$ cat src/rtl/izh_population_sequencer.sv
// Per-tick sweep controller for the time-multiplexed Izhikevich core: fetches each
// neuron's current, strobes the core through read/write, and collects fire bits.
module izh_population_sequencer #(
    parameter int N_NEURONS = 128,
    parameter int ADDR_W    = 7
) (
    input  logic                 clk,
    input  logic                 reset,
    input  logic                 tick,
    input  logic                 enable,
    input  logic                 clear_overrun,
    output logic                 cur_req,
    output logic [ADDR_W-1:0]    cur_addr,
    input  logic                 cur_valid,
    input  logic [31:0]          cur_data,
    output logic [ADDR_W-1:0]    core_addr,
    output logic [31:0]          core_I,
    output logic                 core_we,
    output logic                 core_first_pass,
    input  logic                 core_fired,
    output logic                 busy,
    output logic                 sweep_done,
    output logic [N_NEURONS-1:0] population,
    output logic [31:0]          sweep_count,
    output logic                 overrun
);

    typedef enum logic [2:0] {IDLE, FETCH, READ, WRITE, DONE} state_t;

    state_t                 state, state_nx;
    logic [ADDR_W-1:0]      idx;
    // The last neuron's bit goes straight into population, so it needs no shadow slot.
    logic [N_NEURONS-2:0]   shadow;
    logic                   last;
    logic                   start;

    assign last      = (idx == ADDR_W'(N_NEURONS - 1));
    assign start     = tick && enable;
    assign cur_addr  = idx;
    assign core_addr = idx;

    always_ff @(posedge clk or posedge reset) begin
        if (reset) state <= IDLE;
        else       state <= state_nx;
    end

    always_comb begin
        state_nx   = state;
        cur_req    = 1'b0;
        core_we    = 1'b0;
        busy       = 1'b1;
        sweep_done = 1'b0;
        case (state)
            IDLE: begin
                busy = 1'b0;
                if (start) state_nx = FETCH;
            end
            FETCH: begin
                cur_req = 1'b1;
                if (cur_valid) state_nx = READ;
            end
            READ:  state_nx = WRITE;
            WRITE: begin
                core_we  = 1'b1;
                state_nx = last ? DONE : FETCH;
            end
            DONE: begin
                sweep_done = 1'b1;
                state_nx   = IDLE;
            end
            default: state_nx = IDLE;
        endcase
    end

    always_ff @(posedge clk or posedge reset) begin
        if (reset) begin
            idx             <= '0;
            core_I          <= '0;
            shadow          <= '0;
            population      <= '0;
            sweep_count     <= '0;
            core_first_pass <= 1'b1;
        end else begin
            case (state)
                IDLE:  if (start) idx <= '0;
                FETCH: if (cur_valid) core_I <= cur_data;
                WRITE: begin
                    if (last) begin
                        population      <= {core_fired, shadow};
                        sweep_count     <= sweep_count + 32'd1;
                        core_first_pass <= 1'b0;
                    end else begin
                        shadow[idx] <= core_fired;
                        idx         <= idx + ADDR_W'(1);
                    end
                end
                default: ;
            endcase
        end
    end

    // A dropped tick outranks a simultaneous clear so no overrun is ever lost.
    always_ff @(posedge clk or posedge reset) begin
        if (reset)                overrun <= 1'b0;
        else if (tick && busy)    overrun <= 1'b1;
        else if (clear_overrun)   overrun <= 1'b0;
    end

endmodule

$ cat config.mk
export PLATFORM = sky130hd
export DESIGN_NAME = izh_population_sequencer
export DESIGN_NICKNAME = d
export VERILOG_FILES = /design/src/rtl/izh_population_sequencer.sv
export SDC_FILE = /design/constraint.sdc
export NUM_CORES = 1
export LEC_CHECK = 0
export ABC_AREA = 0
export BUFFER_PORTS_ARGS = -buffer_cell sky130_fd_sc_hd__buf_2
export CORE_ASPECT_RATIO = 0.6
export CORE_MARGIN = 2
export CORE_UTILIZATION = 35
export CTS_CLUSTER_SIZE = 8
export DETAILED_ROUTE_END_ITERATION = 10
export PLACE_DENSITY = 0.58
export SYNTH_ARGS = -nofsm -noshare
export SYNTH_HDL_FRONTEND = slang
export SYNTH_SLANG_ARGS = --single-unit
$ cat constraint.sdc
create_clock -name clk -period 15.4 [get_ports clk]
set_input_delay 1.54 -clock clk [delete_from_list [all_inputs] [get_ports clk]]
set_output_delay 1.54 -clock clk [all_outputs]
set_load 0.1 [all_outputs]
After elaboration in Yosys (flattened, before gate mapping)

Index checks and enable logic that the tools add are counted.

Logic and storage cells: 48
Register bits after elaboration: 331
Input bits: 39
Output and inout port bits: 212

Add/subtract/negate cells: 2
Eq/ne operators: 8
Reduce and logical (&&, ||, !) cells: 11
Multiplexer cells: 16
Bitwise operators: 1
$lt $le $gt $ge: 2

Operators by type and width:

| operator                                                                             | count |
|---|---|
| 127-bit bitwise mux                                                                  | 1 |
| 32-bit by 1-bit adder with 32-bit output (second input constant)                     | 1 |
| 7-bit 2-to-1 mux                                                                     | 2 |
| 7-bit one-hot mux with 2 select lines                                                | 1 |
| 3-bit one-hot mux with 4 select lines                                                | 1 |
| 3-bit 2-to-1 mux                                                                     | 3 |
| 7-bit by 8-bit < comparator with 1-bit output (second input constant)                | 1 |
| 2-bit AND reduction                                                                  | 4 |
| 7-bit by 1-bit adder with 7-bit output (second input constant)                       | 1 |
| 1-bit demux with 7-bit select                                                        | 1 |
| 7-bit equality test (second input constant)                                          | 1 |
| 7-bit by 1-bit greater-or-equal comparator with 1-bit output (second input constant) | 1 |
| 1-bit 2-to-1 mux                                                                     | 7 |
| 3-bit by 2-bit equality test with 1-bit output (second input constant)               | 2 |
| 2-bit inequality test (second input constant)                                        | 3 |
| 2-bit nonzero test                                                                   | 2 |
| 3-bit by 1-bit equality test with 1-bit output (second input constant)               | 1 |
| 3-bit equality test (second input constant)                                          | 1 |
| 1-bit logical AND                                                                    | 3 |
| 3-bit logical NOT                                                                    | 1 |
| 3-bit AND reduction                                                                  | 1 |
| 1-bit NOT                                                                            | 1 |

Depth between registers and ports, before layout

Gate-level depths: netlist of run 1.

Word-level depth: 5
Depth in mapped cells: 8
Mapped depth without buffers: 6

Worst setup path after synthesis of run 1

Ideal clock, no wire load.

Kind: flip-flop to output port
Start: register state[0]
End: output sweep_done
Buffers on the path: 1
Required time: 13860 ps
Setup slack: 11149 ps
Stages on the path, launching flop included: 3
Arrival time: 2711 ps
Cells stage by stage: dfrtp_1 -> buf_4 -> nor3b_1

Longest elaborated chain between the ends: 2

RTL lines:

| what                   | RTL line | RTL |
|---|---|---|
| from (decl)            | 30       | `state_t state, state_nx;` |
| from (signal assigned) | 44       | `else state <= state_nx;` |
| 3-bit equality test    | 53       | `case (state)` |
| 1-bit 2-to-1 mux       | 53       |  |
| to (decl)              | 22       | `output logic sweep_done,` |

Every way passes these cells.

Worst setup path in the final report of run 1

Ends and elaborated chain as after synthesis.

==> flow_metrics.tcl, run 1 <==
set metrics [dict create \
    total_power_mw 2.60 \
    grt_pass1_vias 8754 \
    nNetsFinal 1285 \
    peakVddDrop_mv 0.187 \
    cts_buffers 47 \
    power_frac_comb_pct 25.8 \
    cts_setup_buffers 0 \
    leakage_nw 8.04 \
    tritoncts "done" \
    clkTransAtPathRegs_ns 0.05 \
    num_vias 8486 \
    grt_pass1_wl_mm 52.2 \
    fmax_mhz 280 \
    dieArea_mm2 0.0400 \
    fin_hold_ws_ns 0.479 \
    cts-root-buf "clkbuf_16" \
    drc 0 \
    drive_gt1_share_pct 48.0 \
    yosys_warnings 0 \
    start_util_pct 35.6 \
    cp-end-kind "output pin" \
    start_kind "flip-flop" \
    clockBufferDepth 3 \
    p_int_mw 1.64 \
    crit_arrival_ns 2.03 \
    grtUsageTotal_pct 16.7 \
    power_density_mw_per_mm2 158 \
    ys_ff_latch 331 \
    flow.area_growth_from_synthesis_pct 22.5 \
    synth_area_mm2 0.0134 \
    hp-class "flip-flop to flip-flop" \
    slew_viol_final 0 \
    switchingPower_mw 0.959 \
    synth_edf_count 0 \
    antenna_left 0 \
    setup_viol 0 \
    dr.pass1.iters 4 \
    syn_inst 989 \
    port_buffers 250 \
    worstMarginPinSlew_ns 1.21 \
    ys_async_sr_fraction_pct 100 \
    fin_crit_sh_pct 23.2 \
    place_hpwl_mm 21.0 \
    status "finished, final reports clean" \
    finalWirelength_mm 33.1 \
    syn_nets 1030 \
    post_cts_resized 0 \
    insertion_delay_ns 0.55 \
    synthDistinctLibCells 43 \
    netSwitchingFraction_pct 36.8 \
    io_pins 251 \
    gp_congestion 0.759 \
    htree_levels 2 \
    finClkSkew_ns 0.0197 \
    critPathKind "flip-flop to output pin" \
    synth-seq-area-share_pct 61.6 \
    pwr-share-clk_pct 35.0 \
    routed_via_density 4.80 \
    core-area_mm2 0.0378 \
    rsz0062_at_grt "false" \
    hold_viol 0 \
    grt_start_max_net_pins 164 \
    routedWlPerCell_um 18.7 \
    worstPathRequired_ns 13.86 \
    row_count 55 \
    die_width_um 257 \
    setup-tns-final_ns 0 \
    n_antenna_cell 0 \
    dieHeight_um 156 \
    cts_num_sinks 331 \
    crit_fanout 8 \
    dr.first_iter.drc_count 466 \
    period_needed_ns 3.57 \
    postCtsHoldBufs 0 \
    p_seq_share_pct 39.2 \
    overflow 0 \
    ys.flop_type "dfrtp_1" \
    cap_violations 0 \
    grt_antenna_before_repair 1 \
    maxSlewHeadroom_pct 19.4 \
    syn_avg_cell_area_um2 13.6 \
]
worst max-delay path, cell delays in order (launching register included):
cell and delay (ns):
dfrtp_1 0.47, nor3b_1 0.48, buf_2 0.52
cells in the mapped netlist (all sizes together), types with 3 or more instances:
master | count | area (um^2)
nor2b | 3 | 18.8
xnor2 | 17 | 149
nand2 | 145 | 544
inv | 5 | 18.8
o21ai | 8 | 43.8
mux2 | 289 | 3250
xor2 | 14 | 123
nand4 | 11 | 75.1
and2 | 4 | 25.0
buf | 35 | 206
nand2b | 7 | 43.8
nor2 | 28 | 105
clkbuf | 26 | 100
and3 | 8 | 50.1
nor3 | 16 | 91.3
nor4 | 5 | 37.5
dfrtp | 330 | 8260
nand3 | 19 | 100
power by group through the flow:
| stage | registers [mW] | logic (mW) | clock network (mW) |
|---|---|---|---|
| after floorplan | 1.36 | 0.226 | 0 |
| after global placement | 1.03 | 0.672 | 0 |
| after detailed placement | 1.03 | 0.679 | 0 |
| after CTS | 1.02 | 0.679 | 0.939 |
| after global routing | 1.03 | 0.700 | 0.980 |
| final | 1.02 | 0.672 | 0.910 |
through the flow:
step / area [um^2] / instances / utilization [%] / worst slack (ns)
5_1_grt: 16500 / 1768 / 43.6 / 11.73
3_3_place_gp: 15200 / 1708 / 40.2 / 12.22
6_report: 16500 / 1768 / 43.6 / 11.83
3_5_place_dp: 15200 / 1708 / 40.2 / 12.19
4_1_cts: 16500 / 1768 / 43.6 / 11.80
2_1_floorplan: 13400 / 989 / - / 4.69
path summary, 6_finish.rpt:
check	from	slack, ns	to	cells past startpoint
max	state[0]$_DFFE_PP0P_	11.83	sweep_done	2
min	sweep_count[31]$_DFFE_PP0P_	0.48	sweep_count[31]$_DFFE_PP0P_	1
max reg2reg	core_addr[0]$_DFFE_PP0P_	12.33	shadow[94]$_DFFE_PP0P_	6
min reg2reg	sweep_count[31]$_DFFE_PP0P_	0.48	sweep_count[31]$_DFFE_PP0P_	1
max in group asynchronous	reset	12.79	sweep_count[8]$_DFFE_PP0P_	3
min in group asynchronous	reset	1.17	core_I[8]$_DFFE_PP0P_	2
routing by layer:
layer  track usage (%)  vias up  wire, um
met3              4.11       45      1790
li1                  -     3887         -
met1              24.3     4375     16200
met2              25.1      177     14600
met5                 0        -        13
met4              3.82        2       506
layout make-up:
class                           instances  area, um^2
Clock buffer                           57        1230
Clock inverter                          3        32.5
Fill cell                            3544       21300
Inverter                                6        31.3
Multi-Input combinational cell        591        4840
Sequential cell                       331        8280
Tap cell                              513         642
Timing Repair Buffer                  267        1390
cell usage in the layout, fill, tap and decap left out, types with 2 or more instances in the layout:
cell	Yosys	layout
a211oi_1	2	2
a21oi_1	2	2
a31oi_1	2	2
and2_1	2	4
and3_1	8	8
buf_2	24	249
buf_4	10	17
clkbuf_1	24	9
clkbuf_16	0	48
dfrtp_1	330	330
ha_1	2	2
inv_1	5	4
mux2_1	16	16
mux2_2	273	273
nand2_1	145	145
nand2b_1	7	7
nand3_1	18	18
nand4_1	10	10
nor2_1	28	26
nor2b_1	3	3
nor3_1	15	15
nor4_1	4	4
o21ai_0	7	7
xnor2_1	17	17
xor2_1	14	14
flip-flops by register name, indices dropped and copies added (netlist names):
register / count
sweep_count: 32
overrun: 1
core_addr: 7
state: 3
core_first_pass: 1
population: 128
core_I: 32
shadow: 127
cells by family after synthesis:
family,Yosys count,synth area share (%)
compound gates,18,0.847
xor+xnor,31,2.02
fa+ha+maj,2,0.186
buf+inv,67,2.46
flops,331,61.6
mux,289,24.2
simple gates,251,8.62
(Power assumes the default switching activity.)
==> run 2, diff against run 1 <==
clock period = 3.61 ns   (was 15.4 ns; I/O delays follow)
==> flow_metrics.tcl, run 2 (synthesis results as in run 1) <==
set metrics [dict create \
    status "finished, final reports clean" \
    crit_arrival_ns 3.18 \
    routed_via_density 4.78 \
    start_kind "flip-flop" \
    grt_pass1_wl_mm 53.0 \
    nNetsFinal 1298 \
    tritoncts "done" \
    overflow 0 \
    place_hpwl_mm 22.2 \
    htree_levels 2 \
    dpl-instance-area_mm2 0.0153 \
    switchingPower_mw 4.09 \
    cts_num_sinks 331 \
    rsz0062_at_grt "false" \
    hold_viol 0 \
    dr.pass1.iters 4 \
    cts-root-buf "clkbuf_16" \
    port_buffers 250 \
    power_frac_comb_pct 26.0 \
    core-area_mm2 0.0378 \
    critPathKind "flip-flop to flip-flop" \
    n_antenna_cell 0 \
    num_vias 8517 \
    drive_gt1_share_pct 48.3 \
    clkTransAtPathRegs_ns 0.05 \
    die_width_um 257 \
    dieHeight_um 156 \
    final_common_cell "dfrtp_1" \
    drc 0 \
    finClkSkew_ns 0.0103 \
    peakVddDrop_mv 0.661 \
    p_int_mw 7.07 \
    cpMostUsedCell "and3_1" \
    gp_congestion 0.798 \
    netSwitchingFraction_pct 36.7 \
    p_seq_share_pct 38.9 \
    setup-tns-final_ns 0 \
    power_density_mw_per_mm2 672 \
    row_count 55 \
    insertion_delay_ns 0.53 \
    maxSlewHeadroom_pct 28.7 \
    post_cts_resized 0 \
    fmax_mhz 362 \
    largest_reg_flops 128 \
    antenna_left 0 \
    fin_hold_ws_ns 0.0551 \
    fin_crit_sh_pct 76.5 \
    crit_family "simple AND/OR/NAND/NOR gates" \
    io_pins 251 \
    final_cell_mix "dfrtp_1, mux2_2, buf_2" \
    leakage_nw 8.11 \
    period_needed_ns 2.76 \
    cts_buffers 47 \
    crit_fanout 16 \
    final_area_mm2 0.0166 \
    pwr-share-clk_pct 35.1 \
    dr.first_iter.drc_count 352 \
    grt_antenna_before_repair 1 \
    routedWlPerCell_um 18.9 \
    critPathBufInv 0 \
    flow.area_growth_from_synthesis_pct 23.6 \
    worstPathRequired_ns 4.03 \
    largest_registers "population: 128 flops, shadow: 127 flops" \
    cp-end-kind "flip-flop" \
    grt_start_max_net_pins 119 \
    start_util_pct 35.6 \
    largest_register "population" \
    slew_viol_final 0 \
    setup_viol 0 \
    hp-class "input pin to flip-flop" \
    dieArea_mm2 0.0400 \
    finalWirelength_mm 33.6 \
    cap_violations 0 \
    crit_path_max_incr_delay_ns 0.88 \
    worstMarginPinSlew_ns 1.07 \
    grt_pass1_vias 8919 \
    grtUsageTotal_pct 17.0 \
    slowest_stage "and3_1" \
    crit_chain "ha_1 -> and3_1 -> a21oi_1 -> and3_1 -> nand2_1 -> mux2_2" \
    n_fill_cell 3474 \
    clockBufferDepth 3 \
]
[run 2: cell count changes in the layout (fill, tap and decap cells not counted), sizes merged]
cell	before	now
clkbuf	57	59
clkinvlp	1	2
clkinv	2	1
buf	267	278
inv	6	4
dlygate4sd3	0	2
[run 2: final timing paths]
path | from | slack (ns) | to | depth (start not counted)
worst min-delay path | enable | 0.06 | core_addr[6]$_DFFE_PP0P_ | 2
worst max register to register | core_addr[0]$_DFFE_PP0P_ | 0.85 | shadow[29]$_DFFE_PP0P_ | 6
min in group asynchronous | reset | 0.47 | population[66]$_DFFE_PP0P_ | 3
max in group asynchronous | reset | 2.08 | shadow[8]$_DFFE_PP0P_ | 4
worst min register to register | sweep_count[31]$_DFFE_PP0P_ | 0.47 | sweep_count[31]$_DFFE_PP0P_ | 1
worst max-delay path | core_addr[0]$_DFFE_PP0P_ | 0.85 | shadow[29]$_DFFE_PP0P_ | 6
[run 2: cell type report]
type,instances,area (um^2),share of cell area [%]
Inverter,6,27.5,0.166
Clock inverter,1,7.51,0.0452
Timing Repair Buffer,280,1550,9.31
Sequential cell,331,8280,49.9
Multi-Input combinational cell,591,4840,29.1
Tap cell,513,642,3.86
Clock buffer,59,1260,7.61
[run 2: power by group through the flow]
stage | Sequential (mW) | Clock, mW | Combinational, mW
final | 4.34 | 3.92 | 2.90
after global routing | 4.39 | 4.23 | 3.01
after CTS | 4.35 | 4.05 | 2.93
after detailed placement | 4.40 | 0 | 2.92
after global placement | 4.38 | 0 | 2.91
after floorplan | 5.81 | 0 | 0.963
[run 2: metrics by stage]
stage / utilization (%) / setup WS [ns] / cells / total power [mW]
4_1_cts: 44.0 / 0.836 / 1781 / 11.3
5_1_grt: 44.0 / 0.661 / 1781 / 11.6
6_report: 44.0 / 0.848 / 1781 / 11.2
2_1_floorplan: - / -1.17 / 989 / 6.77
3_5_place_dp: 40.5 / 0.850 / 1719 / 7.32
3_3_place_gp: 40.5 / 0.896 / 1719 / 7.29
[run 2: metal layers]
layer,track usage (%),part of all wire (%)
met5,0,0.039
met4,4.87,2.2
met3,4.29,6.2
met2,25.5,44
met1,24.4,47
[run 2: what timing repair did]
action,CTS,global route
buffers inserted,0,0
hold endpoints to repair,17,0
hold buffers,2,0
==> run 3, diff against run 2 <==
PLACE_DENSITY = 0.6   (was 0.58)
clock period = 2.3 ns   (was 3.61 ns; I/O delays follow)
==> flow_metrics.tcl, run 3 (synthesis results as in run 1) <==
set metrics [dict create \
    crit_family "simple AND/OR/NAND/NOR gates" \
    slowest_stage "nor4_1" \
    status "finished, final reports clean" \
    tritoncts "done" \
    power_density_mw_per_mm2 1030 \
    die_width_um 257 \
    crit_path_max_incr_delay_ns 0.39 \
    worstPathRequired_ns 2.76 \
    setup_viol 0 \
    instances_no_fill 1846 \
    hold_viol 0 \
    drc 0 \
    grt_antenna_before_repair 0 \
    place_hpwl_mm 22.7 \
    overflow 0 \
    r2r-end "sweep_count[30]$_DFFE_PP0P_" \
    total_power_mw 17.7 \
    finalWirelength_mm 34.8 \
    drive_gt1_share_pct 48.5 \
    insertion_delay_ns 0.55 \
    htree_levels 2 \
    antenna_left 0 \
    maxSlewHeadroom_pct 55.5 \
    crit_chain "ha_1 -> nand3_2 -> nor3_4 -> buf_12 -> nand4_2 -> nor4_1 -> xor2_1" \
    period_needed_ns 2.15 \
    num_vias 8808 \
    start_kind "flip-flop" \
    cp-startpoint "core_addr[0]$_DFFE_PP0P_" \
    routedWlPerCell_um 18.8 \
    io_pins 251 \
    crit_arrival_ns 2.61 \
    clkTransAtPathRegs_ns 0.05 \
    leakage_nw 8.43 \
    grtUsageTotal_pct 17.5 \
    dr.pass1.iters 5 \
    clockBufferDepth 3 \
    cts_buffers 47 \
    cts_num_sinks 331 \
    routed_via_density 4.77 \
    port_buffers 250 \
    fmax_mhz 466 \
    nNetsFinal 1363 \
    crit_fanout 17 \
    largest_register "population" \
    gp_congestion 0.782 \
    largest_registers "population: 128 flops, shadow: 127 flops" \
    critPathKind "flip-flop to flip-flop" \
    critPathBufInv 1 \
    slew_viol_final 0 \
    core-area_mm2 0.0378 \
    grt_start_max_net_pins 117 \
    largest_reg_flops 128 \
    grt_pass1_vias 9195 \
    cts_setup_buffers 0 \
    cts-root-buf "clkbuf_16" \
    hp-start "tick" \
    fin_crit_sh_pct 93.4 \
    flow.area_growth_from_synthesis_pct 28.2 \
    final_cell_mix "dfrtp_1, mux2_2, buf_2" \
    r2r_start "core_addr[0]$_DFFE_PP0P_" \
    n_antenna_cell 0 \
    r2r_cells 7 \
    finClkSkew_ns 0.0157 \
    grt_pass1_wl_mm 54.5 \
    dieHeight_um 156 \
    dr.first_iter.drc_count 388 \
    cp.depth 7 \
    row_count 55 \
    crit_end "sweep_count[30]$_DFFE_PP0P_" \
    dieArea_mm2 0.0400 \
    cap_violations 0 \
    dp_cells 1748 \
    hp-class "input pin to flip-flop" \
    rsz0062_at_grt "true" \
    peakVddDrop_mv 1.22 \
    reg2reg_slack_ns 0.15 \
    cp-end-kind "flip-flop" \
    final_common_cell "dfrtp_1" \
    start_util_pct 35.6 \
    worstMarginPinSlew_ns 0.667 \
]
run 3: layout make-up:
class / count / area (um^2)
sequential: 331 / 8290
multi-input combinational: 591 / 4850
timing repair buffer: 345 / 2160
fill: 3448 / 20500
clock inverter: 3 / 32.5
clock buffer: 57 / 1230
inverter: 6 / 27.5
tap: 513 / 642
run 3: worst min path at each step:
stage / slack (ns) / cells past startpoint / to
floorplan: 0.33 / 1 / core_addr[6]$_DFFE_PP0P_
global placement: 0.42 / 2 / overrun$_DFFE_PP0P_
detailed placement: 0.42 / 3 / shadow[108]$_DFFE_PP0P_
CTS: 0.14 / 3 / state[0]$_DFFE_PP0P_
global route: 0.17 / 3 / state[0]$_DFFE_PP0P_
finish: 0.16 / 3 / state[0]$_DFFE_PP0P_
run 3: per-layer routing:
layer,global-route usage (%),vias to the layer above,share of wire (%)
li1,-,4045,-
met2,27.0,215,45
met1,24.8,4497,48
met4,4.71,0,2.0
met5,0,-,0
met3,4.21,51,5.7
run 3: worst reg2reg max path, stage by stage, from the launching register on:
cell and delay [ns]:
dfrtp_1 0.35, ha_1 0.22, nand3_2 0.15, nor3_4 0.35, buf_12 0.20, nand4_2 0.22
nor4_1 0.40, xor2_1 0.18
run 3: per-stage QoR:
| stage | util (%) | hold WS, ns | setup slack, ns | area, um^2 | setup TNS (ns) |
|---|---|---|---|---|---|
| finish | 45.6 | 0.164 | 0.153 | 17200 | 0 |
| global route | 45.6 | 0.172 | -0.0199 | 17200 | -0.0324 |
| CTS | 45.6 | 0.142 | 0.110 | 17200 | 0 |
| detailed placement | 41.2 | 0.424 | 0.189 | 15600 | 0 |
| global placement | 41.2 | 0.419 | 0.222 | 15600 | 0 |
| floorplan | - | 0.329 | -2.35 | 13400 | -861.88 |
run 3: report_power, final:
part	switching [mW]	internal (mW)
sequential	0.348	6.42
clock	2.43	3.71
combinational	3.78	1.00
run 3: timing repair:
action                                  CTS  global route
gates resized for setup                   0             1
endpoints found under the setup margin    0             2
hold buffers                             38             0
endpoints found under the hold margin    83             0
